==> src/rtl/ram_rd_streamer_pkg.sv <==
// ram_rd_pkg: shared types and default widths for the ram_rd_streamer slice.
//   rd_state_e : controller state encoding (IDLE, ISSUE, DRAIN)
//   RD_DATA_W  : default data width of the macro read port
//   RD_ADDR_W  : default address width of the macro read port
package ram_rd_pkg;

    localparam int RD_DATA_W = 32;
    localparam int RD_ADDR_W = 8;

    typedef enum logic [1:0] {
        IDLE  = 2'd0,
        ISSUE = 2'd1,
        DRAIN = 2'd2
    } rd_state_e;

endpackage

==> src/rtl/ram_rd_streamer_if.sv <==
// ram_rd_streamer_if: valid/ready word stream carrying data and a last flag.
//   m_valid : word available (producer)
//   m_ready : consumer accepts the word
//   m_data  : word payload, DATA_W bits
//   m_last  : final word of a burst
// Modports: master = producer side, slave = consumer side.
interface ram_rd_streamer_if #(
    parameter int DATA_W = 32
);
    logic              m_valid;
    logic              m_ready;
    logic [DATA_W-1:0] m_data;
    logic              m_last;

    modport master (output m_valid, output m_data, output m_last, input m_ready);
    modport slave  (input m_valid, input m_data, input m_last, output m_ready);
endinterface

==> src/rtl/ram_rd_streamer_fifo.sv <==
// rd_sync_fifo: synchronous FIFO, WIDTH bits wide and DEPTH (power of 2) deep.
//   clk, srst   : clock and synchronous active-high reset
//   push        : write push_data (ignored when full)
//   pop         : advance the head (ignored when empty)
//   head_data   : current head word, visible combinationally
//   full, empty : occupancy flags
//   count       : number of stored words, 0..DEPTH
module rd_sync_fifo #(
    parameter int WIDTH = 33,
    parameter int DEPTH = 4
) (
    input  logic                     clk,
    input  logic                     srst,
    input  logic                     push,
    input  logic [WIDTH-1:0]         push_data,
    input  logic                     pop,
    output logic [WIDTH-1:0]         head_data,
    output logic                     full,
    output logic                     empty,
    output logic [$clog2(DEPTH):0]   count
);
    localparam int AW = $clog2(DEPTH);
    localparam int CW = AW + 1;

    logic [WIDTH-1:0] mem_reg [DEPTH];
    logic [AW-1:0]    wr_ptr_reg;
    logic [AW-1:0]    rd_ptr_reg;
    logic [CW-1:0]    count_reg;
    logic             do_push;
    logic             do_pop;

    assign full    = (count_reg == CW'(DEPTH));
    assign empty   = (count_reg == '0);
    assign count   = count_reg;
    assign do_push = push && !full;
    assign do_pop  = pop && !empty;

    // Head is read asynchronously so the stream sees a word the cycle after it lands.
    assign head_data = mem_reg[rd_ptr_reg];

    always_ff @(posedge clk) begin
        if (do_push) begin
            mem_reg[wr_ptr_reg] <= push_data;
        end
    end

    always_ff @(posedge clk) begin
        if (srst) begin
            wr_ptr_reg <= '0;
            rd_ptr_reg <= '0;
            count_reg  <= '0;
        end else begin
            if (do_push) begin
                wr_ptr_reg <= wr_ptr_reg + 1'b1;
            end
            if (do_pop) begin
                rd_ptr_reg <= rd_ptr_reg + 1'b1;
            end
            case ({do_push, do_pop})
                2'b10:   count_reg <= count_reg + 1'b1;
                2'b01:   count_reg <= count_reg - 1'b1;
                default: count_reg <= count_reg;
            endcase
        end
    end
endmodule

==> src/rtl/ram_rd_streamer.sv <==
// ram_rd_streamer: burst read controller for port 1 of the ram_proj macro.
// Accepts {cmd_addr, cmd_len}, issues cs1/addr1 reads only while the return
// FIFO has room for every outstanding word, and streams results with m_last.
//   clk1, rst1        : clock and synchronous active-high reset
//   cmd_valid/ready   : command handshake; cmd_addr start, cmd_len 0..2^ADDR_W
//   cs1, addr1, dout1 : macro port-1 read interface (dout1 valid RD_LAT after cs1)
//   m_stream          : output word stream (master modport)
//   done              : one-cycle pulse after the burst completes
// Optional build macro RD_STREAM_STATS_EN adds stat_words / stat_stalls
// (saturating 32-bit counters of stream transfers and stalled cycles).
module ram_rd_streamer
    import ram_rd_pkg::*;
#(
    parameter int DATA_W     = RD_DATA_W,
    parameter int ADDR_W     = RD_ADDR_W,
    parameter int RD_LAT     = 1,
    parameter int FIFO_DEPTH = 4
) (
    input  logic                clk1,
    input  logic                rst1,
    input  logic                cmd_valid,
    output logic                cmd_ready,
    input  logic [ADDR_W-1:0]   cmd_addr,
    input  logic [ADDR_W:0]     cmd_len,
    output logic                cs1,
    output logic [ADDR_W-1:0]   addr1,
    input  logic [DATA_W-1:0]   dout1,
    ram_rd_streamer_if.master   m_stream,
    output logic                done
`ifdef RD_STREAM_STATS_EN
    ,
    output logic [31:0]         stat_words,
    output logic [31:0]         stat_stalls
`endif
);
    localparam int CNT_W = $clog2(FIFO_DEPTH) + 1;
    localparam int FLT_W = $clog2(RD_LAT + 1);

    rd_state_e         state_reg, state_next;
    logic [ADDR_W-1:0] ptr_reg;
    logic [ADDR_W-1:0] addr1_reg;
    logic [ADDR_W:0]   remain_reg;
    logic              done_reg;
    logic [RD_LAT-1:0] pipe_valid_reg, pipe_valid_next;
    logic [RD_LAT-1:0] pipe_last_reg, pipe_last_next;
    logic [FLT_W-1:0]  inflight;
    logic [CNT_W-1:0]  fifo_count;
    logic              fifo_full, fifo_empty;
    logic [DATA_W:0]   fifo_head;
    logic              cmd_fire, credit, issue, last_issue, push, pop, head_last;

    assign cmd_ready  = (state_reg == IDLE);
    assign cmd_fire   = cmd_valid && cmd_ready;

    // Reads still in the latency pipeline are counted against FIFO space,
    // including the one landing this cycle, so a push can never hit a full FIFO.
    always_comb begin
        inflight = '0;
        for (int i = 0; i < RD_LAT; i++) begin
            inflight = inflight + FLT_W'(pipe_valid_reg[i]);
        end
    end

    assign credit     = !fifo_full && ((int'(fifo_count) + int'(inflight)) < FIFO_DEPTH);
    assign issue      = (state_reg == ISSUE) && credit;
    assign last_issue = issue && (remain_reg == (ADDR_W+1)'(1));
    assign cs1        = issue;
    assign addr1      = issue ? ptr_reg : addr1_reg;

    // Latency tracker: stage 0 captures the issue, the tail stage marks dout1 valid.
    assign pipe_valid_next[0] = issue;
    assign pipe_last_next[0]  = last_issue;
    generate
        for (genvar gi = 1; gi < RD_LAT; gi++) begin : g_lat
            assign pipe_valid_next[gi] = pipe_valid_reg[gi-1];
            assign pipe_last_next[gi]  = pipe_last_reg[gi-1];
        end
    endgenerate

    always_ff @(posedge clk1) begin
        if (rst1) begin
            pipe_valid_reg <= '0;
            pipe_last_reg  <= '0;
        end else begin
            pipe_valid_reg <= pipe_valid_next;
            pipe_last_reg  <= pipe_last_next;
        end
    end

    assign push = pipe_valid_reg[RD_LAT-1];

    rd_sync_fifo #(
        .WIDTH (DATA_W + 1),
        .DEPTH (FIFO_DEPTH)
    ) u_fifo (
        .clk       (clk1),
        .srst      (rst1),
        .push      (push),
        .push_data ({pipe_last_reg[RD_LAT-1], dout1}),
        .pop       (pop),
        .head_data (fifo_head),
        .full      (fifo_full),
        .empty     (fifo_empty),
        .count     (fifo_count)
    );

    // Gate the head so the stream reads as zero whenever nothing is buffered.
    assign head_last        = !fifo_empty && fifo_head[DATA_W];
    assign m_stream.m_valid = !fifo_empty;
    assign m_stream.m_data  = fifo_empty ? '0 : fifo_head[DATA_W-1:0];
    assign m_stream.m_last  = head_last;
    assign pop              = !fifo_empty && m_stream.m_ready;

    always_comb begin
        state_next = state_reg;
        unique case (state_reg)
            IDLE:    if (cmd_fire && (cmd_len != '0)) state_next = ISSUE;
            ISSUE:   if (last_issue) state_next = DRAIN;
            DRAIN:   if (pop && head_last) state_next = IDLE;
            default: state_next = IDLE;
        endcase
    end

    always_ff @(posedge clk1) begin
        if (rst1) begin
            state_reg  <= IDLE;
            ptr_reg    <= '0;
            addr1_reg  <= '0;
            remain_reg <= '0;
            done_reg   <= 1'b0;
        end else begin
            state_reg <= state_next;
            done_reg  <= (cmd_fire && (cmd_len == '0)) ||
                         ((state_reg == DRAIN) && pop && head_last);
            if (cmd_fire) begin
                ptr_reg    <= cmd_addr;
                remain_reg <= cmd_len;
            end else if (issue) begin
                ptr_reg    <= ptr_reg + 1'b1;
                remain_reg <= remain_reg - 1'b1;
                addr1_reg  <= ptr_reg;
            end
        end
    end

    assign done = done_reg;

`ifdef RD_STREAM_STATS_EN
    logic [31:0] stat_words_reg;
    logic [31:0] stat_stalls_reg;

    always_ff @(posedge clk1) begin
        if (rst1) begin
            stat_words_reg  <= '0;
            stat_stalls_reg <= '0;
        end else begin
            if (pop && (stat_words_reg != '1)) begin
                stat_words_reg <= stat_words_reg + 1'b1;
            end
            if (!fifo_empty && !m_stream.m_ready && (stat_stalls_reg != '1)) begin
                stat_stalls_reg <= stat_stalls_reg + 1'b1;
            end
        end
    end

    assign stat_words  = stat_words_reg;
    assign stat_stalls = stat_stalls_reg;
`endif
endmodule

==> src/flat_wrapper.sv <==
// flat-port wrapper written by rule: the top's interface ports become plain ports
module ram_rd_streamer_flat import ram_rd_pkg::*;
#(
    parameter int DATA_W     = RD_DATA_W,
    parameter int ADDR_W     = RD_ADDR_W,
    parameter int RD_LAT     = 1,
    parameter int FIFO_DEPTH = 4
)
  (clk1, rst1, cmd_valid, cmd_ready, cmd_addr, cmd_len, cs1, addr1, dout1, done, m_stream_m_valid, m_stream_m_data, m_stream_m_last, m_stream_m_ready);
  ram_rd_streamer_if #(.DATA_W(DATA_W)) m_stream_i ();
  input  logic clk1;
  input  logic rst1;
  input  logic cmd_valid;
  output logic cmd_ready;
  input  logic [ADDR_W-1:0] cmd_addr;
  input  logic [ADDR_W:0] cmd_len;
  output logic cs1;
  output logic [ADDR_W-1:0] addr1;
  input  logic [DATA_W-1:0] dout1;
  output logic done;
  output wire logic [$bits(m_stream_i.m_valid)-1:0] m_stream_m_valid;
  output wire logic [$bits(m_stream_i.m_data)-1:0] m_stream_m_data;
  output wire logic [$bits(m_stream_i.m_last)-1:0] m_stream_m_last;
  input wire logic [$bits(m_stream_i.m_ready)-1:0] m_stream_m_ready;
  assign m_stream_m_valid = m_stream_i.m_valid;
  assign m_stream_m_data = m_stream_i.m_data;
  assign m_stream_m_last = m_stream_i.m_last;
  assign m_stream_i.m_ready = m_stream_m_ready;
  ram_rd_streamer #(.DATA_W(DATA_W), .ADDR_W(ADDR_W), .RD_LAT(RD_LAT), .FIFO_DEPTH(FIFO_DEPTH)) u_core (.clk1(clk1), .rst1(rst1), .cmd_valid(cmd_valid), .cmd_ready(cmd_ready), .cmd_addr(cmd_addr), .cmd_len(cmd_len), .cs1(cs1), .addr1(addr1), .dout1(dout1), .m_stream(m_stream_i), .done(done));
endmodule
==> config.mk <==
export PLATFORM = sky130hd
export DESIGN_NAME = ram_rd_streamer_flat
export DESIGN_NICKNAME = d
export VERILOG_FILES = /design/src/rtl/ram_rd_streamer_pkg.sv /design/src/rtl/ram_rd_streamer_if.sv /design/src/rtl/ram_rd_streamer_fifo.sv /design/src/rtl/ram_rd_streamer.sv /design/src/flat_wrapper.sv
export SDC_FILE = /design/constraint.sdc
export NUM_CORES = 1
export LEC_CHECK = 0
export CELL_PAD_IN_SITES_DETAIL_PLACEMENT = 0
export CELL_PAD_IN_SITES_GLOBAL_PLACEMENT = 1
export CORE_MARGIN = 3
export CORE_UTILIZATION = 41
export CTS_CLUSTER_DIAMETER = 100
export DETAILED_ROUTE_END_ITERATION = 6
export PLACE_DENSITY = 0.84
export SKIP_CTS_REPAIR_TIMING = 1
export SLEW_MARGIN = 30
export SYNTH_ARGS = -nofsm -noshare
export SYNTH_HDL_FRONTEND = slang
export SYNTH_SLANG_ARGS = --single-unit
==> constraint.sdc <==
create_clock -name clk1 -period 2.1 [get_ports clk1]
set_input_delay 0.21 -clock clk1 [delete_from_list [all_inputs] [get_ports clk1]]
set_output_delay 0.21 -clock clk1 [all_outputs]
set_load 0.03 [all_outputs]
==> metrics.yaml <==
die-height_um: 136.1
vdd_ir_drop_max_v: 0.0006294
dieArea_um2: 18520
timing.final.ws_setup_ns: -0.02531
syn_area_per_cell_um2: 15.98
worstMarginPinSlew_ns: 0.4608
synth_area_leaders: "edfxtp_1, dfxtp_1, mux4_2"
portBuffers: 97
cp-start-kind: "flip-flop"
cp.arrival_ns: 1.92
synthCells: 434
gp_congestion: 0.8120
cts_max_path_buffers: 2
rows: 46
insertion_delay_ns: 0.42
nets: 633
period_minus_slack_ns: 2.125
area_delta_synth_final_pct: 32.67
drive_gt1_share_pct: 34.36
synth-adder-area-share_pct: 1.732
muxShareOfSynthArea_pct: 11.99
post-dp-hpwl_um: 9241
viasPerCell: 5.273
critPathMaxFanout: 7
power.leakage_uw: 0.003225
postPlaceCellArea_um2: 8295
largest_reg_flops: 132
diodes: 0
core_region_area_um2: 16230
ios: 98
slew_headroom_pct: 69.28
yosysMostFrequentCell: "edfxtp_1"
synth_top_family_by_area: "multiplexers"
cap_violations: 0
synth_top_cell_by_area: "edfxtp_1"
synth_compound_area_share_pct: 4.852
cts_buffers: 17
finalCritPeriodShare_pct: 101.2
cts_num_sinks: 171
root_buffer: "clkbuf_16"
synth_seq_area_share_pct: 68.40
grt_pass1_vias: 4221
violations: "negative setup slack"
synth_cell_type_count: 51
clk_pin_slew_ns: 0.06
p_per_area_nw_per_um2: 1092
async_flop_share_pct: 0
syn_area_um2: 6937
clock.fmax_mhz: 470.5
grt_max_degree: 37
synth_xor_area_share_pct: 0.7576
hold_class: "input port to flip-flop"
slew_violations: 0
wl_um: 14370
skew_ns: 0.004785
initial_core_util_pct: 42.74
status: "finished, violations left"
synthesis.nets: 496
grt_pass1_wl_um: 22180
synth_top_area_share_pct: 57.14
yosys_warnings: 0
ys_ff_latch: 171
num_vias: 4208
cts_tree: "done"
drtAntennaViolNets: 0
h-tree-depth: 4
drt-pass1-iter-count: 4
synth_flop_cell: "edfxtp_1"
pre_cts_ws_ns: -0.04726
hold_viol: 0
cp_data_required_time_ns: 1.89
power_uw: 10050
grt_usage_pct: 15.70
yosys-top-cells-count: "edfxtp_1, dfxtp_1, and2_1"
rsz0062_at_grt: "yes"
setup_violations: 6
drt_iter0_markers: 309
r2r_setup_slack_ns: 0.16
route.detailed.drc: 0
grt_overflow: 0
synth_edf_count: 132
worstSetupPathType: "flip-flop to output port"
wl_per_cell_um: 18.01
die_w_um: 136.1
worst_setup_path_end_kind: "output port"
fin_area_um2: 9203
antenna_found_initial: 0
setup_tns_ns: -0.06879
yosys.area_share.simple_pct: 10.32
## final timing paths
path | depth (start not counted) | startpoint | to
max | 5 | flip-flop | m_stream_m_data[14]
min | 3 | cmd_addr[6] | u_core.ptr_reg[6]
max reg2reg | 8 | u_core.u_fifo.count[2] | u_core.u_fifo.count[2]
min reg2reg | 0 | u_core.pipe_last_reg | u_core.u_fifo.mem_reg[0][32]
## report_power, final
part	leakage, uW	switching (uW)	internal [uW]
Sequential	0.00152	123	3800
Clock	0.000253	1270	1630
Combinational	0.00146	1520	1710
Total	0.00322	2910	7140
## critical path, stage by stage (launching register included)
cell and delay (ns):
dfxtp_4 0.42, buf_12 0.12, clkbuf_16 0.15, mux4_2 0.51
and2_4 0.18, buf_6 0.13
## layout by cell type (no fill, tap or decap), types with 8 or more instances in the layout
cell / n
clkdlybuf4s50_1: 54
ha_1: 8
buf_6: 32
nand3_1: 9
mux4_2: 33
nand2_1: 11
buf_12: 9
clkbuf_16: 18
inv_1: 11
nor2_1: 17
dfxtp_1: 34
nor2b_1: 9
edfxtp_1: 132
and2_4: 29
a21oi_1: 17
buf_4: 34
o21ai_0: 8
## through the flow
stage	utilization (%)	hold slack (ns)	std cells
after global routing	56.70	0.3998	798
after floorplan	-	0.3089	434
after CTS	54.47	0.3698	783
final	56.70	0.3803	798
after global placement	51.11	0.4505	753
after detailed placement	51.11	0.4835	753
## per-layer routing
metal	global-route usage (%)	wire, um
met4	5.935	196
met2	25.40	7022
met1	20.59	6254
met5	0	0
met3	3.923	894
## logic make-up (layout without fill, tap and decap cells)
family                     Yosys count  in the layout
DFF                                171            171
and+or+nand+nor                    121            121
AOI/OAI and AO/OA                   52             52
muxes                               41             41
buffers and inverters               34            182
adders and majority gates            9              9
xor gates and xnor gates             6              6
## cell type report
cell class / instances / area [um2]
sequential: 171 / 4753
fill: 1265 / 7028
clock inverter: 12 / 116.4
timing repair buffer: 140 / 1444
clock buffer: 18 / 429.2
multi-input combinational: 229 / 2145
inverter: 12 / 45.04
tap: 216 / 270.3
(Power assumes the default switching activity.)
==> patch, RTL diff (same settings) <==
`FIFO_DEPTH` is set to 4 in 2 places; all go to 8.
--- a/src/rtl/ram_rd_streamer.sv
+++ b/src/rtl/ram_rd_streamer.sv
@@ -16,3 +16,3 @@
     parameter int RD_LAT     = 1,
-    parameter int FIFO_DEPTH = 4
+    parameter int FIFO_DEPTH = 8
 ) (
--- a/src/flat_wrapper.sv
+++ b/src/flat_wrapper.sv
@@ -6,3 +6,3 @@
     parameter int RD_LAT     = 1,
-    parameter int FIFO_DEPTH = 4
+    parameter int FIFO_DEPTH = 8
 )
Formal check against the unedited RTL: not equivalent (a bounded check fails within 10 cycles, from zero or initial values and one cycle with rst1 high).
==> patch against the unedited design <==
The flow still finishes with violations (negative setup slack); first-iteration DRC count rose by 80%; wire length rose by 86%; critical path depth up 1; count of clock-buffer cells in the layout increased by 24; cell area up 72%; non-clock buffer count is 67 higher; clock skew rose by 0.0064 ns; setup slack lost 0.32 ns; synthesized area up 76%; sequential cell count grew 136; worst hold slack worse by 0.14 ns; power increased by 73%; via count grew 61%; critical path type unchanged; critical endpoint is now m_stream_m_data[30].
==> patch: results (changes against the unedited design) <==
stage	metric	value	unit	change
status	status	complete, but fails checks		
status	violations	negative setup slack		
critical_path	rrSetupSlack	-0.12	ns	-0.28 ns
critical_path	cp.arrival	2.24	ns	+0.32 ns
cts	cts_max_level	1		-3
critical_path	rr_startpoint	u_core.u_fifo.count[0]		
pwr	power.switching	0.00500	W	+72%
timing	final-setup-viol-count	41		+35
synthesis	ys_types	60		+18%
drt	drt_pass1_iterations	5		+1
cts	ctsLongestPathBuffers	3		+1
pwr	p_leak	5.32	nW	+65%
timing	timing.setup.tns	-8.91	ns	-8.84 ns
placement	dp_hpwl	16.2	mm	+76%
global_routing	grt_max_degree	27		-27%
synthesis	synth_edf_count	264		+100%
cts	cts_buffers	30		+13
critical_path	critPathMaxFanout	12		+5
placement	placed_cell_area	0.0144	mm2	+74%
cts	insertion_delay	0.54	ns	+0.12 ns
timing	timing.final.ws_setup	-0.346	ns	-0.321 ns
drt	drt_iter0_markers	556		+80%
pwr	peakVddDrop	0.668	mV	+6.2%
drt	routed_wl	26.7	mm	+86%
finish	drive_gt1_share	35.1	%	+0.74 points
global_routing	grtUsageTotal	16.1	%	+0.36 points
drt	dr_total_vias	6771		+61%
placement	routabilityCongestion	0.770		-5.1%
finish	final_nets	940		+48%
synthesis	ys_seq_area_share	72.1	%	+3.7 points
synthesis	netlist_top_cells_area	edfxtp_1 65%, mux4_2 12%, dfxtp_1 7.1%		
global_routing	grt_pass1_wl	39.4	mm	+78%
synthesis	synthTopCellsByCount	264 x edfxtp_1, 64 x mux4_2, 59 x nor2_1, 43 x dfxtp_1, 39 x mux2i_1		
placement	dp_slack	-0.140	ns	-0.0932 ns
critical_path	reg2reg_depth	12		+4
global_routing	grt_pass1_vias	6911		+64%
timing	skew	0.0112	ns	+0.00641 ns
==> patch: cell count changes in the layout (fill, tap and decap cells not counted), moves of 7 or more <==
cell | unedited run | this run
clkbuf_16 | 18 | 35
mux2i_1 | 1 | 36
nor2_1 | 17 | 54
buf_6 | 32 | 13
clkinv_2 | 0 | 7
nor2b_1 | 9 | 1
and2_4 | 29 | 0
buf_12 | 9 | 27
edfxtp_1 | 132 | 264
buf_4 | 34 | 81
mux4_2 | 33 | 64
buf_2 | 1 | 22
==> patch: worst max-delay path: stages (launching register included) <==
cell and delay (ns):
dfxtp_4 0.43, buf_12 0.16, buf_12 0.14, mux4_2 0.51
mux2i_2 0.21, nor2_1 0.06, buf_4 0.17
==> patch: worst min path at each step <==
stage                                    from                          end  slack [ns]  depth (start not counted)
after floorplan                      dout1[0]  u_core.u_fifo.mem_reg[0][0]        0.31                          0
after global placement    u_core.addr1_reg[4]          u_core.addr1_reg[4]        0.46                          2
after detailed placement  u_core.addr1_reg[4]          u_core.addr1_reg[4]        0.46                          2
after CTS                         cmd_addr[6]            u_core.ptr_reg[6]        0.23                          3
after global routing              cmd_addr[6]            u_core.ptr_reg[6]        0.25                          3
final                             cmd_addr[6]            u_core.ptr_reg[6]        0.24                          3
==> patch: cell families after synthesis <==
group | after synthesis | synth area share, %
AOI/OAI and AO/OA | 46 | 2.53
DFF | 307 | 72.1
muxes | 111 | 15.9
xor gates and xnor gates | 10 | 0.718
and+or+nand+nor | 147 | 6.30
adders and majority gates | 8 | 0.821
buffers and inverters | 44 | 1.68
==> patch: layout make-up <==
| cell class | count | area [um2] |
|---|---|---|
| fillers | 2228 | 13200 |
| flip-flops and latches | 307 | 8800 |
| multi-input cells | 323 | 3440 |
| repair buffers | 207 | 2140 |
| clock buffers | 42 | 857 |
| well taps | 384 | 480 |
| clock inverters | 14 | 110 |
| inverters | 10 | 45.0 |
==> patch: per-stage QoR <==
step	util, %	instances
2_1_floorplan	-	673
3_3_place_gp	49.7	1190
3_5_place_dp	49.7	1191
4_1_cts	53.1	1247
5_1_grt	54.7	1287
6_report	54.7	1287
==> patch: power groups by stage <==
stage	combinational [W]	sequential (W)	clock [W]
2_1_floorplan	0.00291	0.00699	0
3_3_place_gp	0.00472	0.00702	0
3_5_place_dp	0.00477	0.00703	0
4_1_cts	0.00479	0.00690	0.00526
5_1_grt	0.00566	0.00693	0.00550
6_report	0.00529	0.00691	0.00517
==> patch: per-layer routing <==
| metal | up-vias | wire length (um) | global-route usage [%] |
|---|---|---|---|
| met1 | 3429 | 11200 | 21.5 |
| li1 | 3093 | - | - |
| met4 | 2 | 425 | 3.80 |
| met5 | - | 10 | 0 |
| met2 | 212 | 13600 | 27.4 |
| met3 | 35 | 1460 | 2.92 |
